`src/rtl/cpu_run_controller.sv`:
```
// Program-load-and-run sequencer for the MIPS CPU. It fills instruction memory, seeds
// the register file, runs the CPU for a fixed cycle count, then checksums data memory.
module cpu_run_controller #(
  parameter int INSTR_MEM_SIZE = 32,
  parameter int DATA_MEM_SIZE  = 64,
  parameter int N_REGISTERS    = 32,
  parameter int CYCLE_WIDTH    = 16,
  parameter int IAW            = $clog2(INSTR_MEM_SIZE),
  parameter int DAW            = $clog2(DATA_MEM_SIZE),
  parameter int RAW            = $clog2(N_REGISTERS)
) (
  input  logic                   clock_i,
  input  logic                   reset_i,
  input  logic                   start_i,
  input  logic [IAW:0]           prog_len_i,
  input  logic [CYCLE_WIDTH-1:0] run_cycles_i,
  input  logic                   prog_valid_i,
  output logic                   prog_ready_o,
  input  logic [31:0]            prog_data_i,
  output logic                   imem_we_o,
  output logic [IAW-1:0]         imem_addr_o,
  output logic [31:0]            imem_wdata_o,
  output logic                   rf_we_o,
  output logic [RAW-1:0]         rf_addr_o,
  output logic [31:0]            rf_wdata_o,
  output logic [DAW-1:0]         dmem_addr_o,
  input  logic [31:0]            dmem_rdata_i,
  output logic                   cpu_reset_o,
  output logic                   busy_o,
  output logic                   done_o,
  output logic [31:0]            checksum_o
);

  localparam int W0    = (IAW > RAW) ? IAW : RAW;
  localparam int W1    = (W0 > DAW) ? W0 : DAW;
  localparam int CNT_W = (W1 + 1 > CYCLE_WIDTH) ? W1 + 1 : CYCLE_WIDTH;

  typedef logic [CNT_W-1:0] cnt_t;
  typedef logic [IAW:0]     len_t;
  typedef enum logic [2:0] {IDLE, LOAD, PAD, INIT, RUN, DUMP, DONE} state_e;

  localparam cnt_t CNT_ONE    = cnt_t'(1);
  localparam cnt_t IMEM_LAST  = cnt_t'(INSTR_MEM_SIZE - 1);
  localparam cnt_t RF_LAST    = cnt_t'(N_REGISTERS - 1);
  localparam cnt_t DMEM_LAST  = cnt_t'(DATA_MEM_SIZE - 1);
  localparam cnt_t DUMP_LAST  = cnt_t'(DATA_MEM_SIZE);
  localparam len_t IMEM_DEPTH = len_t'(INSTR_MEM_SIZE);

  state_e                 state_q;
  cnt_t                   cnt_q;
  len_t                   len_q;
  logic [CYCLE_WIDTH-1:0] runLen_q;
  logic [31:0]            checksum_q;
  logic                   progReady_q;
  logic                   padWe_q;
  logic                   rfWe_q;
  logic                   dumpEn_q;
  logic                   cpuReset_q;
  logic                   busy_q;
  logic                   done_q;

  len_t        len_d;
  logic [31:0] checksum_d;

  assign len_d      = (prog_len_i > IMEM_DEPTH) ? IMEM_DEPTH : prog_len_i;
  assign checksum_d = checksum_q + dmem_rdata_i;

  // One shared counter walks instruction addresses, register indices, run cycles and
  // dump addresses; it is only ever cleared when a state is left.
  always_ff @(posedge clock_i) begin
    if (reset_i) begin
      state_q     <= IDLE;
      cnt_q       <= '0;
      len_q       <= '0;
      runLen_q    <= '0;
      checksum_q  <= '0;
      progReady_q <= 1'b0;
      padWe_q     <= 1'b0;
      rfWe_q      <= 1'b0;
      dumpEn_q    <= 1'b0;
      cpuReset_q  <= 1'b1;
      busy_q      <= 1'b0;
      done_q      <= 1'b0;
    end else begin
      done_q <= 1'b0;
      case (state_q)
        IDLE: begin
          if (start_i) begin
            len_q      <= len_d;
            runLen_q   <= run_cycles_i;
            cnt_q      <= '0;
            checksum_q <= '0;
            busy_q     <= 1'b1;
            if (len_d == '0) begin
              state_q <= PAD;
              padWe_q <= 1'b1;
            end else begin
              state_q     <= LOAD;
              progReady_q <= 1'b1;
            end
          end
        end
        LOAD: begin
          if (prog_valid_i) begin
            if (cnt_q == cnt_t'(len_q) - CNT_ONE) begin
              progReady_q <= 1'b0;
              if (len_q == IMEM_DEPTH) begin
                state_q <= INIT;
                cnt_q   <= '0;
                rfWe_q  <= 1'b1;
              end else begin
                state_q <= PAD;
                cnt_q   <= cnt_q + CNT_ONE;
                padWe_q <= 1'b1;
              end
            end else begin
              cnt_q <= cnt_q + CNT_ONE;
            end
          end
        end
        PAD: begin
          if (cnt_q == IMEM_LAST) begin
            state_q <= INIT;
            cnt_q   <= '0;
            padWe_q <= 1'b0;
            rfWe_q  <= 1'b1;
          end else begin
            cnt_q <= cnt_q + CNT_ONE;
          end
        end
        INIT: begin
          if (cnt_q == RF_LAST) begin
            cnt_q  <= '0;
            rfWe_q <= 1'b0;
            if (runLen_q == '0) begin
              state_q  <= DUMP;
              dumpEn_q <= 1'b1;
            end else begin
              state_q    <= RUN;
              cpuReset_q <= 1'b0;
            end
          end else begin
            cnt_q <= cnt_q + CNT_ONE;
          end
        end
        RUN: begin
          if (cnt_q == cnt_t'(runLen_q) - CNT_ONE) begin
            state_q    <= DUMP;
            cnt_q      <= '0;
            cpuReset_q <= 1'b1;
            dumpEn_q   <= 1'b1;
          end else begin
            cnt_q <= cnt_q + CNT_ONE;
          end
        end
        DUMP: begin
          // Read data trails the address by a cycle, so the first add is one cycle late.
          if (cnt_q != '0) checksum_q <= checksum_d;
          if (cnt_q == DMEM_LAST) dumpEn_q <= 1'b0;
          if (cnt_q == DUMP_LAST) begin
            state_q <= DONE;
            cnt_q   <= '0;
            busy_q  <= 1'b0;
            done_q  <= 1'b1;
          end else begin
            cnt_q <= cnt_q + CNT_ONE;
          end
        end
        DONE:    state_q <= IDLE;
        default: state_q <= IDLE;
      endcase
    end
  end

  assign prog_ready_o = progReady_q;
  assign imem_we_o    = padWe_q | (progReady_q & prog_valid_i);
  assign imem_addr_o  = (progReady_q | padWe_q) ? cnt_q[IAW-1:0] : '0;
  assign imem_wdata_o = progReady_q ? prog_data_i : '0;
  assign rf_we_o      = rfWe_q;
  assign rf_addr_o    = rfWe_q ? cnt_q[RAW-1:0] : '0;
  assign rf_wdata_o   = rfWe_q ? 32'(cnt_q[RAW-1:0]) : '0;
  assign dmem_addr_o  = dumpEn_q ? cnt_q[DAW-1:0] : '0;
  assign cpu_reset_o  = cpuReset_q;
  assign busy_o       = busy_q;
  assign done_o       = done_q;
  assign checksum_o   = checksum_q;

endmodule

```
`config.mk`:
```
export PLATFORM = sky130hd
export DESIGN_NAME = cpu_run_controller
export DESIGN_NICKNAME = d
export VERILOG_FILES = /design/src/rtl/cpu_run_controller.sv
export SDC_FILE = /design/constraint.sdc
export NUM_CORES = 1
export LEC_CHECK = 0
export ABC_CLOCK_PERIOD_IN_PS = 10000
export CORE_MARGIN = 3
export CORE_UTILIZATION = 47
export CTS_BUF_LIST = sky130_fd_sc_hd__clkbuf_4 sky130_fd_sc_hd__clkbuf_8
export DETAILED_ROUTE_END_ITERATION = 8
export PLACE_DENSITY = 0.82
export SYNTH_ARGS = -nofsm -noshare
export SYNTH_HDL_FRONTEND = slang
export SYNTH_SLANG_ARGS = --single-unit
```
`constraint.sdc`:
```
create_clock -name clock_i -period 10 [get_ports clock_i]
set_clock_uncertainty 0.05 [all_clocks]
set_input_delay 1.5 -clock clock_i [delete_from_list [all_inputs] [get_ports clock_i]]
set_output_delay 1.5 -clock clock_i [all_outputs]
set_load 0.01 [all_outputs]
```
==> results by group <==
Logic synthesis
  – FF+latch count, synth: 80
  – Post-Synth XOR/XNOR Area: around 7.6%
  – Simple-gate share of the synthesized area: 28.2%
  – Sequential area share after synthesis: approximately a quarter
  – List of most frequent post-synthesis cells: nand2_1, dfxtp_1, a21oi_1
  – Post-Syn Area: just over 6000 um^2
  – Synth top area share: around a quarter
  – Multiplexer share of the synthesized area: 0.503%
  – Post-synth top area cell: dfxtp_1
  – Combinational family with the most area after synthesis: simple AND/OR/NAND/NOR gates
  – Area contributors post-synth: dfxtp_1, ha_1, nand2_1
  – Most common cell in the synthesized netlist: nand2_1
  – Synth Warn #: 0
  – Post-synthesis average cell area: approximately 7.5 um^2
  – Asr flop ratio synth: 0%
  – Syn Inst Count: roughly 830
  – Post-synth top flop: dfxtp_1
  – Post-synth EDFFs: 0
  – Adder-Cell Fraction of Synth Area: around 7.4%
  – Netlist cell types: 70
  – Synth Area in Compound Gates: ~22%

Clock tree
  – Skew-Pair Late Insertion Delay: roughly 380 ps
  – Longest Clk Path Bufs: 2
  – CTS Hold Bufs: 0
  – Clk slew on worst S/H paths: around 80 ps
  – CTS H-tree lvls: 3
  – TritonCTS Sinks: 80
  – CTS tree: built
  – Clock root buffer: clkbuf_8
  – CTS Buf Count: 9
  – Gates resized, CTS repair: 0
  – Setup Fix Bufs, Post-CTS: 0

Global routing
  – GRT Total Usage: 24.3%
  – Grt ovf: 0
  – Initial antenna violation count: 1
  – First-pass GRT wire length: around 30000 um
  – Largest net degree at the start of global routing: between 70 and 80
  – Vias in the first global route: between 5000 and 6000

Setup path
  – Worst path cell trace: clkdlybuf4s50_1 -> ha_1 -> fa_1 -> a21oi_1 -> o21bai_1 -> a2111oi_0 -> o211ai_1 -> a221o_1 -> o21ai_1 -> o221ai_1 -> xor2_1 -> a22o_1
  – R2R cell count: 9
  – CP startpoint kind: primary input
  – WP depth: 12
  – Delay-heaviest family, CP: compound AO/OA/AOI/OAI gates
  – Launching point of the worst reg2reg path: runLen_q[2]$_SDFFE_PP0P_
  – CP max stage delay: approximately 520 ps
  – Crit end category: flop
  – Req. time, crit path: ~10000 ps
  – Crit path to: checksum_o[26]$_SDFFE_PP0P_
  – Setup CP Type: primary input to flop
  – CP startpoint: dmem_rdata_i[0]
  – R2R Setup Slk: 6290 ps
  – Crit-path slowest cell: a2111oi_0
  – Worst R2R End: cnt_q[11]$_SDFFE_PP0P_
  – CP bufs+invs: 1
  – Crit Path Max Fanout: 6
  – Worst Path Arrival: 5040 ps

Floorplanning
  – Core Area: between 10000 and 15000 um^2
  – Top Ports: between 200 and 250
  – Die Ht: ~120 um
  – FP Rows: 41
  – Die area: between 10000 and 15000 um^2
  – DIE WIDTH: roughly 120 um
  – Starting Density: roughly 50%

Finish
  – Fill count: between 1000 and 1500
  – Share of cells above drive strength 1: roughly 3.8%
  – Nets@finish: 1105
  – Synthesis-to-finish area growth: 31.8%
  – Ant. Diodes: 0
  – Final Instance Count excl. Fillers: 1156

STA
  – Final Slew Violations: 0
  – Endpoints failing setup: 0
  – Min Tclk post-route: 4820 ps
  – Rel. slew slack: about 17%
  – Achievable Freq: 208 MHz
  – RSZ-0062 raised after global routing: no
  – Final period utilization: 48.2%
  – Measured slew at the worst slew-check pin: around 1200 ps
  – Final Hold Vio Count: 0
  – Setup TNS: 0 ps

Routing
  – Number of remaining DRC errors: 0
  – DRT iter0 DRCs: 528
  – Final ANT Viol Nets: 0
  – Routed wire length: around 18000 um
  – Wire per inst: 15.8 um
  – Vias per inst: 5.64
  – TritonRoute pass-1 iters: 5
  – Routed vias: 6520

Outcome
  – Outcome: complete, no violations

Pwr
  – Cell leakage power: roughly 3.3 nW
  – Pwr dens: around 120 nW/um^2
  – Total power: approximately 0.99 mW
  – Peak VDD IR: 0.0698 mV

Placed design
  – Hpwl dp: about 14000 um
  – IO buf count: 180
  – Placed cells: 1140
  – Placer congestion estimate: 0.951

Hold path
  – Hold crit path type: flop to flop

Flow run
  – Max_cap viols: 0
==> layer usage <==
metal  part of all wire, %  track usage (%)  routed length (um)
met1                    43             31.6                7910
met2                    46             39.6                8500
met3                   8.0             4.99                1460
met4                   2.4             9.49                 437
met5                 0.049                0                   9
==> state kept, by name (all words and copies together) (netlist names) <==
signal / count
padWe_q: 1
checksum_o: 32
len_q: 6
runLen_q: 16
state_q: 3
done_o: 1
prog_ready_o: 1
cpu_reset_o: 1
rf_we_o: 1
cnt_q: 16
busy_o: 1
dumpEn_q: 1
==> cell type report <==
type	count	area, um^2	share of cell area [%]
timing repair buffer	184	1830	22.3
multi-input combinational	682	4230	51.6
clock buffer	11	139	1.69
clock inverter	5	105	1.28
tap	172	215	2.63
sequential	80	1600	19.5
inverter	22	82.6	1.01
==> cells by family after synthesis <==
group,count (synthesis)
buf+inv,97
flops,80
fa+ha+maj,36
compound gates,218
other cells,1
xor+xnor,54
mux,3
simple gates,344
==> cell usage in the layout (no fill, tap or decap), types with 4 or more instances in the layout <==
master / Yosys / routed
xnor2_1: 31 / 31
o22ai_1: 6 / 6
a31oi_1: 14 / 13
and3_1: 16 / 16
nand2b_1: 6 / 6
or2_2: 4 / 4
conb_1: 1 / 27
nand2_1: 105 / 105
o211ai_1: 5 / 5
nand3b_1: 8 / 8
a22o_1: 6 / 6
inv_1: 21 / 21
a21oi_1: 76 / 76
nor3_1: 17 / 17
o21ai_0: 16 / 16
ha_1: 35 / 35
dfxtp_1: 80 / 80
a32o_1: 4 / 4
nand4_1: 11 / 11
buf_4: 33 / 4
clkbuf_8: 0 / 9
o31ai_1: 4 / 4
clkdlybuf4s50_1: 0 / 179
a211oi_1: 11 / 11
nor2_1: 56 / 56
a21o_1: 13 / 13
o21bai_1: 6 / 6
or3_1: 5 / 5
o21ai_1: 20 / 19
nor2b_1: 6 / 6
xor2_1: 23 / 23
nand3_1: 32 / 32
and2_1: 46 / 46
nor3b_1: 6 / 6
nor4_1: 11 / 11
==> tightest hold or removal path, delay by kind of cell, from the launching register on <==
| kind | cells | cell delay (ps) |
|---|---|---|
| compound gates | 1 | 50 |
| flops | 1 | 330 |
| simple gates | 1 | 60 |
==> power by group <==
part / total [mW] / internal [mW] / switching (mW)
combinational: 0.323 / 0.157 / 0.166
clock: 0.301 / 0.172 / 0.129
sequential: 0.368 / 0.334 / 0.0340
==> worst min path at each step <==
stage,start,endpoint,cells past startpoint
floorplan,len_q[1]$_SDFFE_PP0P_,len_q[1]$_SDFFE_PP0P_,2
detailed placement,len_q[1]$_SDFFE_PP0P_,len_q[1]$_SDFFE_PP0P_,2
global placement,len_q[1]$_SDFFE_PP0P_,len_q[1]$_SDFFE_PP0P_,2
finish,checksum_o[27]$_SDFFE_PP0P_,checksum_o[27]$_SDFFE_PP0P_,2
CTS,len_q[1]$_SDFFE_PP0P_,len_q[1]$_SDFFE_PP0P_,2
global route,len_q[1]$_SDFFE_PP0P_,len_q[1]$_SDFFE_PP0P_,2
==> metrics by stage <==
step / instance area [um^2] / hold slack (ps) / utilization (%) / setup slack [ps]
global route: 8200 / 451 / 64.2 / 4910
CTS: 8200 / 435 / 64.2 / 5190
global placement: 7950 / 412 / 62.2 / 4880
detailed placement: 7950 / 423 / 62.2 / 4830
floorplan: 6320 / 395 / - / 5640
finish: 8200 / 432 / 64.2 / 5180
No activity file was read; power rests on OpenSTA's default activity.
